**src/rtl/serial_tx_scheduler.sv**
```systemverilog
// serial_tx_scheduler
//   Chooses the 10-bit word handed to a parallel-to-serial converter at each
//   serializer word boundary. After reset (or on a resync request) it sends
//   SYNC_WORDS comma words. It then enters ACTIVE, where it serves two
//   requesters round-robin and sends IDLE when neither has a word pending.
//
// Ports
//   clk, rst        system clock, synchronous active-high reset
//   enb             global enable; low freezes state and clears acks
//   wordTick        one-clk word-boundary pulse (update event when enb=1)
//   resync          pulse requesting a new synchronization phase
//   reqA/dataA      requester A pending flag and word
//   reqB/dataB      requester B pending flag and word
//   entradas        registered word for the serializer
//   ackA/ackB       one-clk consume pulses, the cycle after a grant
//   syncDone        high while ACTIVE
//   dataCnt         data words issued since reset (wraps)
module serial_tx_scheduler #(
    parameter int unsigned SYNC_WORDS = 4,
    parameter logic [9:0]  COMMA      = 10'h0FA,
    parameter logic [9:0]  IDLE       = 10'h305
) (
    input  logic        clk,
    input  logic        rst,
    input  logic        enb,
    input  logic        wordTick,
    input  logic        resync,
    input  logic        reqA,
    input  logic [9:0]  dataA,
    input  logic        reqB,
    input  logic [9:0]  dataB,
    output logic [9:0]  entradas,
    output logic        ackA,
    output logic        ackB,
    output logic        syncDone,
    output logic [15:0] dataCnt
);

    typedef enum logic {StSync, StActive} state_e;

    localparam logic [4:0] SyncWordsW = 5'(SYNC_WORDS);

    state_e      state_q, state_d;
    logic [3:0]  sync_cnt_q, sync_cnt_d;
    logic        resync_q, resync_d;
    logic        last_grant_q, last_grant_d;  // 0 = A, 1 = B
    logic [9:0]  entradas_q, entradas_d;
    logic        ack_a_q, ack_a_d;
    logic        ack_b_q, ack_b_d;
    logic [15:0] data_cnt_q, data_cnt_d;

    logic       update;
    logic       grant_a, grant_b;
    logic [4:0] sync_inc;

    assign update   = enb & wordTick;
    // When both request, serve the one not granted last time.
    assign grant_a  = reqA & (~reqB | last_grant_q);
    assign grant_b  = reqB & (~reqA | ~last_grant_q);
    assign sync_inc = {1'b0, sync_cnt_q} + 5'd1;

    always_comb begin
        state_d      = state_q;
        sync_cnt_d   = sync_cnt_q;
        last_grant_d = last_grant_q;
        entradas_d   = entradas_q;
        data_cnt_d   = data_cnt_q;
        ack_a_d      = 1'b0;
        ack_b_d      = 1'b0;
        resync_d     = resync_q | (enb & resync);

        if (update) begin
            // A resync on the tick itself counts as if it had been latched.
            if (resync_q || resync) begin
                entradas_d = COMMA;
                resync_d   = 1'b0;
                sync_cnt_d = 4'd1;
                state_d    = StSync;
            end else begin
                unique case (state_q)
                    StSync: begin
                        entradas_d = COMMA;
                        // >= keeps SYNC_WORDS=1 from sticking after a resync preload of 1.
                        if (sync_inc >= SyncWordsW) begin
                            sync_cnt_d = 4'd0;
                            state_d    = StActive;
                        end else begin
                            sync_cnt_d = sync_inc[3:0];
                        end
                    end
                    StActive: begin
                        if (grant_a) begin
                            entradas_d   = dataA;
                            ack_a_d      = 1'b1;
                            last_grant_d = 1'b0;
                            data_cnt_d   = data_cnt_q + 16'd1;
                        end else if (grant_b) begin
                            entradas_d   = dataB;
                            ack_b_d      = 1'b1;
                            last_grant_d = 1'b1;
                            data_cnt_d   = data_cnt_q + 16'd1;
                        end else begin
                            entradas_d = IDLE;
                        end
                    end
                    default: state_d = StSync;
                endcase
            end
        end
    end

    always_ff @(posedge clk) begin
        if (rst) begin
            state_q      <= StSync;
            sync_cnt_q   <= 4'd0;
            resync_q     <= 1'b0;
            last_grant_q <= 1'b1;
            entradas_q   <= COMMA;
            ack_a_q      <= 1'b0;
            ack_b_q      <= 1'b0;
            data_cnt_q   <= 16'd0;
        end else begin
            state_q      <= state_d;
            sync_cnt_q   <= sync_cnt_d;
            resync_q     <= resync_d;
            last_grant_q <= last_grant_d;
            entradas_q   <= entradas_d;
            ack_a_q      <= ack_a_d;
            ack_b_q      <= ack_b_d;
            data_cnt_q   <= data_cnt_d;
        end
    end

    assign entradas = entradas_q;
    assign ackA     = ack_a_q;
    assign ackB     = ack_b_q;
    assign syncDone = (state_q == StActive);
    assign dataCnt  = data_cnt_q;

endmodule
```
**config.mk**
```make
export PLATFORM = sky130hd
export DESIGN_NAME = serial_tx_scheduler
export DESIGN_NICKNAME = d
export VERILOG_FILES = /design/src/rtl/serial_tx_scheduler.sv
export SDC_FILE = /design/constraint.sdc
export NUM_CORES = 1
export LEC_CHECK = 0
export BUFFER_PORTS_ARGS = -buffer_cell sky130_fd_sc_hd__buf_2
export CORE_ASPECT_RATIO = 0.8
export CORE_MARGIN = 5
export CORE_UTILIZATION = 48
export DETAILED_ROUTE_END_ITERATION = 16
export PLACE_DENSITY = 0.78
export SYNTH_ARGS = -nofsm -noshare
export SYNTH_HDL_FRONTEND = slang
export SYNTH_SLANG_ARGS = --single-unit
export TNS_END_PERCENT = 100
```
**constraint.sdc**
```tcl
create_clock -name clk -period 2.5 [get_ports clk]
set_input_delay 0.5 -clock clk [delete_from_list [all_inputs] [get_ports clk]]
set_output_delay 0.5 -clock clk [all_outputs]
set_load 0.02 [all_outputs]
```
== Yosys cells after proc, flatten, opt, wreduce, memory -nomap -nowiden ==
Cells that the tools add are included.
Widths: inputs -> output; s select.

* Flip-flop bits (word level): 35
* Bits of input ports: 27
* Output and inout bits: 29

* Add/sub/neg operators: 2
* $lt $le $gt $ge: 1
* Equality and inequality tests: 1
* Mux-type cells: 18
* Bitwise gates (word level): 13
* Reductions and logical operators: 6

{| class="wikitable"
|+ Operator list
! operator !! number
|-
| $mux 16 || 2
|-
| $mux 10 || 3
|-
| $pmux 10 s2 || 1
|-
| $add 16x1->16 const B || 1
|-
| $mux 4 || 3
|-
| $mux 1 || 9
|-
| $not 1->1 || 6
|-
| $add 4x1->5 const B || 1
|-
| $ge 5x3->1 const B || 1
|-
| $reduce_or 5->1 || 1
|-
| $and 1x1->1 || 4
|-
| $reduce_and 4->1 || 1
|-
| $reduce_or 4->1 || 1
|-
| $or 1x1->1 || 3
|-
| $ne 2x1->1 const B || 1
|-
| $reduce_and 2->1 || 1
|-
| $reduce_bool 2->1 || 1
|-
| $logic_or 1x1->1 || 1
|}

== Logic depth before layout (Yosys ltp) ==
Gate-level depths: netlist of run 1.

* Depth in word-level cells: 7
* Gate-level depth with buffers: 6
* Depth with buffers taken out: 5

== Worst setup path after synthesis of run 1 ==
Ideal clock, no wire load.

* Kind: input to register
* Start: in resync
* End: reg data_cnt_q[13] (netlist: dataCnt[13])
* Setup time: 0.071 ns
* Arrival time: 2.116 ns
* Data required time: 2.429 ns
* Slack: 0.313 ns
* Cell stages on the path: 5
* Buffers on the path: 1
* Path through: or3b_1 buf_2 or4_4 or4_1 a21oi_1

* Cells in the longest elaborated chain, start to end: 3

{| class="wikitable"
|+ RTL lines
! item !! line !! text
|-
| from (decl) || 27 || <nowiki>input logic resync,</nowiki>
|-
| $logic_or 1x1->1 || 74 || <nowiki>if (resync_q || resync) begin</nowiki>
|-
| $not 1->1 (no source line) || n/a ||
|-
| $reduce_and 4->1 (no source line) || n/a ||
|-
| to (signal assigned) || 130 || <nowiki>data_cnt_q <= data_cnt_d;</nowiki>
|-
| to (decl) || 50 || <nowiki>logic [15:0] data_cnt_q, data_cnt_d;</nowiki>
|}

Every way passes these cells.
A chain may end at the register's enable or synchronous reset.

== Final worst setup path of run 1 ==
* Start: reg state_q (netlist: syncDone)
* End: reg data_cnt_q[13] (netlist: dataCnt[13])

* Cells in the longest elaborated chain, start to end: 1

{| class="wikitable"
|+ RTL lines
! item !! line !! text
|-
| from (decl) || 43 || <nowiki>state_e state_q, state_d;</nowiki>
|-
| from (signal assigned) || 114 || <nowiki>state_q <= StSync;</nowiki>
|-
| from (signal assigned) || 123 || <nowiki>state_q <= state_d;</nowiki>
|-
| $reduce_and 4->1 (no source line) || n/a ||
|}

Every way passes these cells.

==> results of run 1 <==
cell usage after synthesis (all sizes together):
| master | count | area [um2] |
|---|---|---|
| ha | 3 | 37.54 |
| o21ai | 13 | 65.06 |
| or4 | 8 | 63.81 |
| or3b | 1 | 8.760 |
| or2 | 1 | 6.260 |
| nor3 | 3 | 15.01 |
| a21oi | 16 | 80.08 |
| o31ai | 5 | 37.54 |
| or3 | 8 | 50.05 |
| mux2i | 1 | 10.01 |
| nor4 | 1 | 6.260 |
| o22ai | 4 | 25.02 |
| nor2 | 26 | 97.59 |
| inv | 5 | 18.77 |
| nor3b | 2 | 15.01 |
| clkbuf | 8 | 30.03 |
| a221oi | 6 | 52.55 |
| a211o | 1 | 8.760 |
| and4 | 1 | 8.760 |
| nand3 | 3 | 15.01 |
| o311a | 1 | 10.01 |
| nand4 | 4 | 25.02 |
| nand2 | 16 | 60.06 |
| xnor2 | 3 | 26.28 |
| and2 | 4 | 25.02 |
| nand2b | 2 | 12.51 |
| a211oi | 1 | 7.510 |
| dfxtp | 35 | 700.7 |
| buf | 2 | 12.51 |
layer usage:
layer / vias up / global-route usage, % / wire, um
li1: 769 / - / -
met1: 670 / 24.82 / 1714
met2: 41 / 22.04 / 1507
met3: 5 / 4.636 / 233
met4: 0 / 7.105 / 40
met5: - / 0 / 0
cells in the final DEF (no fill, tap or decap), types with 4 or more instances in the layout:
cell,count
o22ai_1,4
o21ai_0,13
or4_1,7
o31ai_1,5
dfxtp_1,35
inv_1,5
or3_1,8
nand2_1,16
nand4_1,4
a21oi_1,16
nor2_1,26
clkbuf_8,5
and2_1,4
a221oi_1,6
buf_2,55
state kept, by name (all words and copies together) (netlist names):
| name | cells |
|---|---|
| last_grant_q | 1 |
| dataCnt | 16 |
| sync_cnt_q | 4 |
| entradas | 10 |
| resync_q | 1 |
| ackA | 1 |
| syncDone | 1 |
| ackB | 1 |
worst register-to-register path: stages, from the launching register on:
cell and delay, ps:
dfxtp_1 390, or3b_1 410, or4_4 620, or4_1 530
a21oi_1 150
layout make-up:
cell class	instances	area, um2	share of cell area (%)
clock buffers	5	68.82	3.501
multi-input cells	134	769.5	39.15
clock inverters	3	67.56	3.437
repair buffers	57	290.3	14.77
inverters	5	18.77	0.9548
well taps	40	50.05	2.546
flip-flops and latches	35	700.7	35.65
cell families (layout without fill, tap and decap cells):
logic type	Yosys count	in the layout
flops	35	35
simple gates	80	80
mux	1	1
xor+xnor	3	3
compound gates	47	47
fa+ha+maj	3	3
buf+inv	15	70
per-stage QoR:
step	utilization [%]	std cells	worst slack, ps	hold slack, ps	instance area, um2
floorplan	-	184	313.2	449.5	1531
detailed placement	59.29	271	135.2	439.9	1829
finish	63.71	279	355.6	449.0	1966
global route	63.71	279	265.4	485.7	1966
CTS	63.71	279	347.2	457.3	1966
global placement	59.29	271	165.7	431.6	1829
how the worst max path moves through the flow:
stage,from,to,slack [ps],depth (start not counted)
global placement,resync,dataCnt[15],170,5
floorplan,resync,dataCnt[13],310,5
global route,syncDone,dataCnt[15],270,4
detailed placement,resync,dataCnt[13],140,5
CTS,syncDone,dataCnt[13],350,4
finish,syncDone,dataCnt[13],360,4
report_power, final:
part           switching (mW)  internal [mW]
clock                   0.206          0.398
sequential            0.00254          0.560
combinational          0.0318         0.0239
==> impl_metrics.toml, run 1 <==
[yosys]
synth_simple_gate_area_share_pct = 26.72
synth-xor-area-share_pct = 1.716
ys_types = 31
yosys_register_bits = 35
synthMuxAreaShare_pct = 0.6536
seq_area_frac_synth_pct = 45.75
synth_top_family_by_area = "simple AND/OR/NAND/NOR gates"
yosysWarningCount = 0
netlist_area_mm2 = 0.001531
synth_compound_area_share_pct = 18.71
synth.avg_cell_area_um2 = 8.323
synth_fp_nets = 214
yosys.area_share.adder_pct = 2.451
synthCells = 184

[die]
dieArea_mm2 = 0.004427
fp.dieH_um = 60.52
coreArea_mm2 = 0.003085
start_util_pct = 49.64
ios = 56
row_count = 18
die_w_um = 73.15

[critical_path]
worst-path-buf-inv = 0
cp_data_required_time_ps = 2720
worstPathMaxFanout = 13
crit_family = "simple AND/OR/NAND/NOR gates"
regToRegSetupSlack_ps = 360
crit_slowest_cell = "or4_4"
reg2reg_depth = 4
crit_type = "reg2reg"
cp.arrival_ps = 2370
startpoint_type = "register"
r2r-start = "syncDone"
r2r-end = "dataCnt[13]"
end_kind = "register"
crit_chain = "or3b_1 -> or4_4 -> or4_1 -> a21oi_1"
slowest_delay_ps = 620

[cts]
hold_buffers = 0
clock-sinks = 35
cts-root-buf = "clkbuf_8"
insertion_delay_ps = 290
ctsResizeCount = 0
cts_made_buffers = 5
post_cts.repair.setup_buffers = 0
clkTransAtPathRegs_ps = 80
cts_tree = "yes"
cts_buffer_depth = 2
cts_htree_levels = 2

[min_path]
hold_depth = 2
holdCritPathClass = "reg2reg"
whs_endpoint = "entradas[2]"
hold_start = "entradas[2]"

[timing]
fin_crit_sh_pct = 85.78
tightest_slew_ps = 426.0
fmax_mhz = 466.3
skew_ps = 9.403
setup_viol = 0
max_slew_margin_pct = 71.38
slew_violations = 0
hold_viol = 0
rsz0062_at_grt = "no"
finalSetupTns_ps = 0
layout_min_cycle_time_ps = 2144

[place]
portBuffers = 55
globalplace.congestion = 0.7414
dp_hpwl_mm = 2.589

[job]
cap_violations = 0

[grt]
antenna_found_initial = 0
grt_overflow_total = 0
grt_max_degree = 26
grt_pass1_wl_mm = 5.727
grt_pass1_vias = 1261
grt_usage_pct = 16.61

[power_and_ir_drop]
power_density_mw_per_mm2 = 621.3
totalPowerFinal_mw = 1.221
peakVddDrop_uv = 379.7
leakage_nw = 0.7960

[routing]
drtAntennaViolNets = 0
post_drt_wl_per_cell_um = 12.53
firstDrtPassIters = 4
vias = 1485
drt_iter0_drc = 79
viasPerCell = 5.323
wl_mm = 3.496
route.detailed.drc = 0

[layout]
final_layout_size_suffix_gt1_share_pct = 28.03
area_delta_synth_final_pct = 28.35
layout.nets = 268
nFillCells = 266
n_antenna_cell = 0

[status]
status = "finished, final reports clean"
No activity file was read; power rests on OpenSTA's default activity.
==> run 2, diff against run 1 <==
--- a/config.mk
+++ b/config.mk
@@ -10,7 +10,7 @@
 export CORE_MARGIN = 5
 export CORE_UTILIZATION = 48
 export DETAILED_ROUTE_END_ITERATION = 16
-export PLACE_DENSITY = 0.78
+export PLACE_DENSITY = 0.87
 export SYNTH_ARGS = -nofsm -noshare
 export SYNTH_HDL_FRONTEND = slang
 export SYNTH_SLANG_ARGS = --single-unit
==> run 2 against run 1 <==
  * Clock skew shrank 1.5 ps
  * Global-route usage shrank 0.12 points
  * Fmax grew 0.72%
  * Core utilization down 1.6 points
  * First-iteration DRC count rose by 27%
  * Largest power group is now sequential cells
  * Sequential power about the same
  * Critical path type unchanged
  * Via count rose by 0.94%
  * Combinational power hardly changed
  * Die area unchanged
==> impl_metrics.toml, run 2 (synthesis results as in run 1) <==
[power_and_ir_drop]
power_density_mw_per_mm2 = 536.8
switching_power_mw = 0.2294
combPwrFrac_pct = 5.4
switching_share_pct = 22.29
p_int_mw = 0.7997
leakage_nw = 0.7787
peakVddDrop_uv = 427.6
p_clk_share_pct = 40.0
p_seq_share_pct = 54.6
totalPowerFinal_mw = 1.029

[die]
row_count = 18
coreArea_mm2 = 0.003085
fp.dieH_um = 60.52
die_w_um = 73.15
dieArea_mm2 = 0.004427
ios = 56
start_util_pct = 49.64

[layout]
final_cell_mix = "buf_2 (55), dfxtp_1 (35), nor2_1 (26)"
final_layout_size_suffix_gt1_share_pct = 27.73
n_antenna_cell = 0
layout.nets = 268
area_delta_synth_final_pct = 25.16
largest_register_ffs = 16
final_common_cell = "buf_2"

[place]
dp_hpwl_mm = 2.685
portBuffers = 55
globalplace.congestion = 0.7387

[timing]
tightest_slew_ps = 438.8
rsz0062_at_grt = "no"
slew_violations = 0
hold_viol = 0
fin_crit_sh_pct = 85.16
setup_viol = 0
max_slew_margin_pct = 70.75
finalSetupTns_ps = 0
layout_min_cycle_time_ps = 2129
skew_ps = 7.861
fmax_mhz = 469.7

[cts]
ctsResizeCount = 0
clock-sinks = 35
cts_made_buffers = 5
cts_buffer_depth = 2
hold_buffers = 0
cts-root-buf = "clkbuf_8"
insertion_delay_ps = 290
cts_tree = "yes"
post_cts.repair.setup_buffers = 0
clkTransAtPathRegs_ps = 70
cts_htree_levels = 2

[routing]
vias = 1499
firstDrtPassIters = 4
route.detailed.drc = 0
drtAntennaViolNets = 0
drt_iter0_drc = 100
post_drt_wl_per_cell_um = 12.74
wl_mm = 3.542
viasPerCell = 5.392

[critical_path]
crit_slowest_cell = "or4_4"
worst-path-buf-inv = 0
end_kind = "register"
crit_chain = "or3b_1 -> or4_4 -> or4_1 -> a21oi_1"
crit_type = "reg2reg"
slowest_delay_ps = 610
worstPathMaxFanout = 13
cp_data_required_time_ps = 2720
cp.arrival_ps = 2350
crit_family = "simple AND/OR/NAND/NOR gates"
startpoint_type = "register"

[status]
status = "finished, final reports clean"

[min_path]
holdCritPathClass = "reg2reg"

[grt]
grt_overflow_total = 0
grt_max_degree = 26
grt_usage_pct = 16.49
grt_pass1_wl_mm = 5.602
grt_pass1_vias = 1299
antenna_found_initial = 0

[job]
cap_violations = 0
## run 2: worst paths after layout
check	from	cells after the start	to	slack, ps
setup / recovery	syncDone	4	dataCnt[13]	370
hold / removal	entradas[0]	2	entradas[0]	450
setup reg to reg	syncDone	4	dataCnt[13]	370
hold reg to reg	entradas[0]	2	entradas[0]	450
## run 2: metrics by stage
stage               std cells  worst slack (ps)  hold slack [ps]  utilization [%]  instance area, um2
floorplan                 184             313.2            449.5                -                1531
global placement          271             177.4            431.7            59.29                1829
detailed placement        271             138.7            438.9            59.29                1829
CTS                       278             366.5            454.5            62.12                1917
global route              278             268.0            484.7            62.12                1917
finish                    278             370.9            450.4            62.12                1917
## run 2: cell type report
cell class	instances	area, um2
repair buffers	57	290.3
clock buffers	6	82.58
fillers	277	1169
clock inverters	1	5.005
well taps	40	50.05
multi-input cells	134	769.5
flip-flops and latches	35	700.7
inverters	5	18.77
## run 2: power groups by stage
stage | clock [mW] | combinational, mW | sequential, mW
after floorplan | 0 | 0.0276 | 0.574
after global placement | 0 | 0.0544 | 0.575
after detailed placement | 0 | 0.0555 | 0.575
after CTS | 0.423 | 0.0557 | 0.562
after global routing | 0.444 | 0.0625 | 0.562
final | 0.411 | 0.0557 | 0.562
## run 2: routing by layer
metal  global-route usage, %  share of wire, %
met5                       0                 0
met4                   10.00               2.2
met3                   4.139               5.2
met2                   26.62                49
met1                   20.00                44
## run 2: worst min-delay path, stage by stage (launching register included)
cell and delay (ps):
dfxtp_1 320, nand2_1 40, o21ai_0 60
